==> src/rtl/hzd_pkg.sv <==
// rtl/hzd_pkg.sv - shared constants, entry layout and latency clamp for the hazard scoreboard
package hzd_pkg;

  localparam int STG_EX   = 1;
  localparam int STG_MEM  = 2;
  localparam int LAT_ALU  = 1;
  localparam int LAT_LOAD = 2;

  // Field widths for the default configuration (DEPTH=2, MAX_LAT=2)
  localparam int ENT_AGE_W = 2;
  localparam int ENT_REM_W = 2;

  typedef struct packed {
    logic                 vld;
    logic [ENT_AGE_W-1:0] age;
    logic [ENT_REM_W-1:0] rem;
  } entryT;

  // A latency of 0 still needs one stage; anything longer saturates at maxLat
  function automatic int clampLat(input int lat, input int maxLat);
    if (lat < 1) return 1;
    if (lat > maxLat) return maxLat;
    return lat;
  endfunction

endpackage

==> src/rtl/hzd_sb_entry.sv <==
// rtl/hzd_sb_entry.sv - one register's in-flight producer record (valid, age, remaining latency)
module hzd_sb_entry
  import hzd_pkg::*;
#(
  parameter int DEPTH = 2,
  parameter int STG_W = 2,
  parameter int LAT_W = 2
) (
  input  logic             clk,
  input  logic             rst,
  input  logic             advance,
  input  logic             record,
  input  logic [LAT_W-1:0] latIn,
  output logic             vld,
  output logic [STG_W-1:0] age,
  output logic [LAT_W-1:0] rem
);

  // A new record beats the aging update so the youngest producer always wins
  always_ff @(posedge clk or posedge rst) begin
    if (rst) begin
      vld <= 1'b0;
      age <= '0;
      rem <= '0;
    end else if (advance) begin
      if (record) begin
        vld <= 1'b1;
        age <= STG_W'(STG_EX);
        rem <= latIn - LAT_W'(1);
      end else if (vld) begin
        if (age == STG_W'(DEPTH)) begin
          vld <= 1'b0;
          age <= '0;
          rem <= '0;
        end else begin
          age <= age + STG_W'(1);
          if (rem != '0) rem <= rem - LAT_W'(1);
        end
      end
    end
  end

endmodule

==> src/rtl/hazard_scoreboard.sv <==
// rtl/hazard_scoreboard.sv - decode-stage RAW hazard scoreboard with multi-stage forwarding and stall
module hazard_scoreboard
  import hzd_pkg::*;
#(
  parameter  int REG_W   = 3,
  parameter  int NUM_SRC = 2,
  parameter  int DEPTH   = 2,
  parameter  int MAX_LAT = 2,
  localparam int LAT_W   = $clog2(MAX_LAT + 1),
  localparam int STG_W   = $clog2(DEPTH + 1),
  localparam int NREG    = 2 ** REG_W
) (
  input  logic                     clk,
  input  logic                     rst,
  input  logic [NUM_SRC*REG_W-1:0] src,
  input  logic [NUM_SRC-1:0]       src_use,
  input  logic                     iss_vld,
  input  logic                     iss_wen,
  input  logic [REG_W-1:0]         iss_wreg,
  input  logic [LAT_W-1:0]         iss_lat,
  input  logic                     flush,
  input  logic                     mem_busy,
  output logic                     do_stall,
  output logic [NUM_SRC-1:0]       fwd_en,
  output logic [NUM_SRC*STG_W-1:0] fwd_sel
);

  logic             entVld [NREG];
  logic [STG_W-1:0] entAge [NREG];
  logic [LAT_W-1:0] entRem [NREG];

  logic             advance;
  logic             recordAny;
  logic             hazard;
  logic [LAT_W-1:0] latClamped;
  logic [REG_W-1:0] srcIdx;

  assign advance    = ~mem_busy;
  assign latClamped = LAT_W'(clampLat(int'(iss_lat), MAX_LAT));

  for (genvar r = 0; r < NREG; r++) begin : gEntry
    hzd_sb_entry #(
      .DEPTH (DEPTH),
      .STG_W (STG_W),
      .LAT_W (LAT_W)
    ) uEntry (
      .clk     (clk),
      .rst     (rst),
      .advance (advance),
      .record  (recordAny && (iss_wreg == REG_W'(r))),
      .latIn   (latClamped),
      .vld     (entVld[r]),
      .age     (entAge[r]),
      .rem     (entRem[r])
    );
  end

  // Sources read the pre-record entries, so an instruction never hazards on itself
  always_comb begin
    hazard  = 1'b0;
    fwd_en  = '0;
    fwd_sel = '0;
    srcIdx  = '0;
    for (int i = 0; i < NUM_SRC; i++) begin
      srcIdx = src[i*REG_W +: REG_W];
      if (src_use[i] && entVld[srcIdx]) begin
        if (entRem[srcIdx] == '0) begin
          fwd_en[i]                 = 1'b1;
          fwd_sel[i*STG_W +: STG_W] = entAge[srcIdx];
        end else begin
          hazard = 1'b1;
        end
      end
    end
  end

  assign do_stall  = mem_busy | (iss_vld & hazard);
  assign recordAny = iss_vld & iss_wen & ~flush & ~do_stall;

endmodule

==> config.mk <==
export PLATFORM = sky130hd
export DESIGN_NAME = hazard_scoreboard
export DESIGN_NICKNAME = d
export VERILOG_FILES = /design/src/rtl/hzd_pkg.sv /design/src/rtl/hzd_sb_entry.sv /design/src/rtl/hazard_scoreboard.sv
export SDC_FILE = /design/constraint.sdc
export NUM_CORES = 1
export LEC_CHECK = 0
export BUFFER_PORTS_ARGS = -buffer_cell sky130_fd_sc_hd__buf_2
export CAP_MARGIN = 15
export CORE_MARGIN = 2
export CORE_UTILIZATION = 54
export CTS_CLUSTER_DIAMETER = 200
export DETAILED_ROUTE_END_ITERATION = 8
export PLACE_DENSITY_LB_ADDON = 0.12
export SLEW_MARGIN = 10
export SYNTH_ARGS = -nofsm -noshare
export SYNTH_HDL_FRONTEND = slang
export SYNTH_SLANG_ARGS = --single-unit
export TNS_END_PERCENT = 100
==> constraint.sdc <==
create_clock -name clk -period 2.5 [get_ports clk]
set_input_delay 0.5 -clock clk [delete_from_list [all_inputs] [get_ports clk]]
set_output_delay 0.5 -clock clk [all_outputs]
set_load 0.005 [all_outputs]
==> flow_summary.json <==
{
  "critical-path-top-delay-family": "multiplexers",
  "core_mm2": 0.00511,
  "cpPeakStageDelay_ns": 0.51,
  "clock_skew_ns": 0.00964,
  "place_congestion": 0.882,
  "numCtsBuffers": 5,
  "yosysWarningCount": 0,
  "yosys-top-cells-area": "dfrtp_1, mux4_2, a21oi_1",
  "use_met2_pct": 44.3,
  "max_cap_viol_count": 0,
  "synth_top_area_share_pct": 35.1,
  "ant_nets": 0,
  "synth_area_leader_cell": "dfrtp_1",
  "die_height_um": 76.7,
  "vdd_ir_drop_max_mv": 0.526,
  "wl_mm": 7.23,
  "path_clk_slew_ns": 0.08,
  "final_layout_size_suffix_gt1_share_pct": 30.4,
  "seq_area_frac_synth_pct": 35.1,
  "cts_root_buf": "clkbuf_8",
  "outcome": "finished with violations",
  "finalHoldViolCount": 0,
  "final_common_cell": "buf_4",
  "post_synth.cell_area_avg_um2": 9.18,
  "synthArstFlopShare_pct": 100,
  "dpl.cell_count": 423,
  "layout_setup_ws_ns": -0.0381,
  "p_comb_share_pct": 47.0,
  "gr-total-overflow": 0,
  "startpoint_type": "flip-flop",
  "clock_sinks": 40,
  "fin_tns_setup_ns": -0.120,
  "syn_nets": 338,
  "cp_data_arrival_time_ns": 2.04,
  "start_util_pct": 55.9,
  "crit_fanout": 3,
  "violations": "setup timing",
  "nFillCells": 401,
  "gr-usage-met1_pct": 34.7,
  "crit-reg2reg-launch": "gEntry[3].uEntry.rem[1]$_DFFE_PP0P_",
  "ys.flop_type": "dfrtp_1",
  "dp_hpwl_mm": 5.21,
  "rsz0062_at_grt": "yes",
  "dr.pass1.iters": 4,
  "end_kind": "primary output",
  "htree_levels": 2,
  "drc_errors": 0,
  "min_period_ns": 2.54,
  "fin_crit_sh_pct": 102,
  "pwr_density_cell_mw_per_mm2": 933,
  "antennaDiodeCount": 0,
  "r2r-end": "gEntry[6].uEntry.rem[0]$_DFFE_PP0P_",
  "wl_per_cell_um": 16.1,
  "nets": 404,
  "grt_pass1_vias": 2580,
  "fin_util_pct": 69.9,
  "holdCritPathClass": "input port to async pin",
  "grt_use_total_pct": 26.0,
  "tightest_slew_ns": 0.540,
  "drv_slew": 0,
  "setup_viol": 4,
  "drt-initial-drc-count": 107,
  "p_int_mw": 1.99,
  "max_slew_margin_pct": 64.0,
  "ys_ff_latch": 40,
  "path_cells": "nor2_4, a21oi_1, mux4_2, buf_6, a21o_1, nor2_1, buf_2",
  "power_frac_seq_pct": 39.3,
  "startpoint": "gEntry[3].uEntry.rem[1]$_DFFE_PP0P_",
  "dieArea_mm2": 0.00588,
  "port_buffers": 24,
  "switching_share_pct": 40.2,
  "avgViaCountPerCell": 5.73,
  "die_w_um": 76.7,
  "pwr-share-clk_pct": 13.7,
  "cp.required_ns": 2.00,
  "grt_pass1_wl_mm": 12.0,
  "cts_tree": "built",
  "grt_max_degree": 41,
  "antenna_found_initial": 0,
  "pin_count": 26,
  "synth_cell_type_count": 42,
  "regToRegSetupSlack_ns": 0.04,
  "fin_cells": 448,
  "switching_power_mw": 1.34,
  "synthCells": 311,
  "p_total_mw": 3.33,
  "power_leakage_nw": 1.70,
  "rr_worst_depth": 7,
  "use_met3_pct": 4.00,
  "vias": 2568,
  "final_cell_mix": "buf_4, dfrtp_1, nand2_1",
  "synth_edf_count": 0,
  "clock_path_buffers": 2,
  "critPathKind": "flip-flop to primary output",
  "fmaxAchievable_mhz": 394,
  "syn-cell-area_mm2": 0.00285,
  "holdBufCountCts": 0,
  "rows": 26,
  "busiest_layer": "met2",
  "critPathSlowestCell": "mux4_2",
  "syn_to_final_growth_pct": 25.0,
  "clkLatencyLatePin_ns": 0.30,
  "critPathBufInv": 2
}
==> metrics by stage <==
step	setup slack, ns	area [um^2]	hold WS, ns
final	-0.0381	3570	0.326
after CTS	-0.0238	3440	0.337
after global placement	-0.0567	3240	0.501
after global routing	-0.104	3570	0.388
after detailed placement	-0.0530	3240	0.496
after floorplan	0.00696	2870	0.478
==> logic make-up after synthesis <==
logic type,Yosys count,synth area share (%)
compound gates,77,17.9
fa+ha+maj,8,3.51
buf+inv,32,4.91
flops,40,35.1
mux,24,15.2
simple gates,130,23.4
==> tightest hold or removal path: cells and delay by family <==
kind,cells,cell delay (ns)
buf+inv,3,0.57
==> power by group through the flow <==
stage          clock network [mW]  logic [mW]  registers [mW]
6_report                    0.458        1.56            1.31
3_3_place_gp                    0        1.28            1.29
2_1_floorplan                   0        1.05            1.18
5_1_grt                     0.492        1.75            1.36
3_5_place_dp                    0        1.34            1.30
4_1_cts                     0.462        1.48            1.29
==> what timing repair did <==
item                                    in CTS  in global routing
endpoints found under the setup margin       7                 22
cloned                                       0                  0
setup buffers                                9                  8
resized for setup                           11                 12
pin swaps                                   12                  3
==> how the worst max path moves through the flow <==
stage                                                      to  slack (ns)  depth (start not counted)
after global routing                               fwd_sel[2]       -0.10                          7
after detailed placement  gEntry[3].uEntry.rem[0]$_DFFE_PP0P_       -0.05                          9
after global placement    gEntry[7].uEntry.rem[0]$_DFFE_PP0P_       -0.06                          9
after CTS                                            do_stall       -0.02                          6
final                                              fwd_sel[1]       -0.04                          7
after floorplan           gEntry[4].uEntry.rem[0]$_DFFE_PP0P_       0.007                          7
==> cell usage after synthesis, drive strengths merged (2+ instances only) <==
cell type	instances
mux4	14
or3	3
o2bb2ai	4
mux2	3
nand4	4
or3b	2
nand3	10
mux2i	7
nor2	30
o21bai	4
nand2b	19
o21ai	17
buf	6
clkbuf	5
nor4	2
a221oi	5
or4	2
nand3b	2
ha	8
inv	21
nor3	18
dfrtp	40
a211o	9
a21o	5
nand2	31
a21boi	4
o22ai	2
a21oi	24
==> area by class of cell <==
cell class / count / area, um^2 / share of cell area (%)
Multi-Input combinational cell: 239 / 1820 / 50.9
Clock buffer: 8 / 90.1 / 2.52
Tap cell: 70 / 87.6 / 2.45
Timing Repair Buffer: 70 / 493 / 13.8
Inverter: 21 / 78.8 / 2.21
Sequential cell: 40 / 1000 / 28.1
==> state kept, by name (all words and copies together) (netlist names) <==
| name | flops |
|---|---|
| gEntry.uEntry.vld | 8 |
| gEntry.uEntry.age | 16 |
| gEntry.uEntry.rem | 16 |
==> layer usage <==
| metal | wire length [um] | vias to the layer above |
|---|---|---|
| li1 | - | 1274 |
| met1 | 3350 | 1242 |
| met4 | 99 | 0 |
| met2 | 3540 | 45 |
| met5 | 0 | - |
| met3 | 247 | 7 |
(Power assumes the default switching activity.)
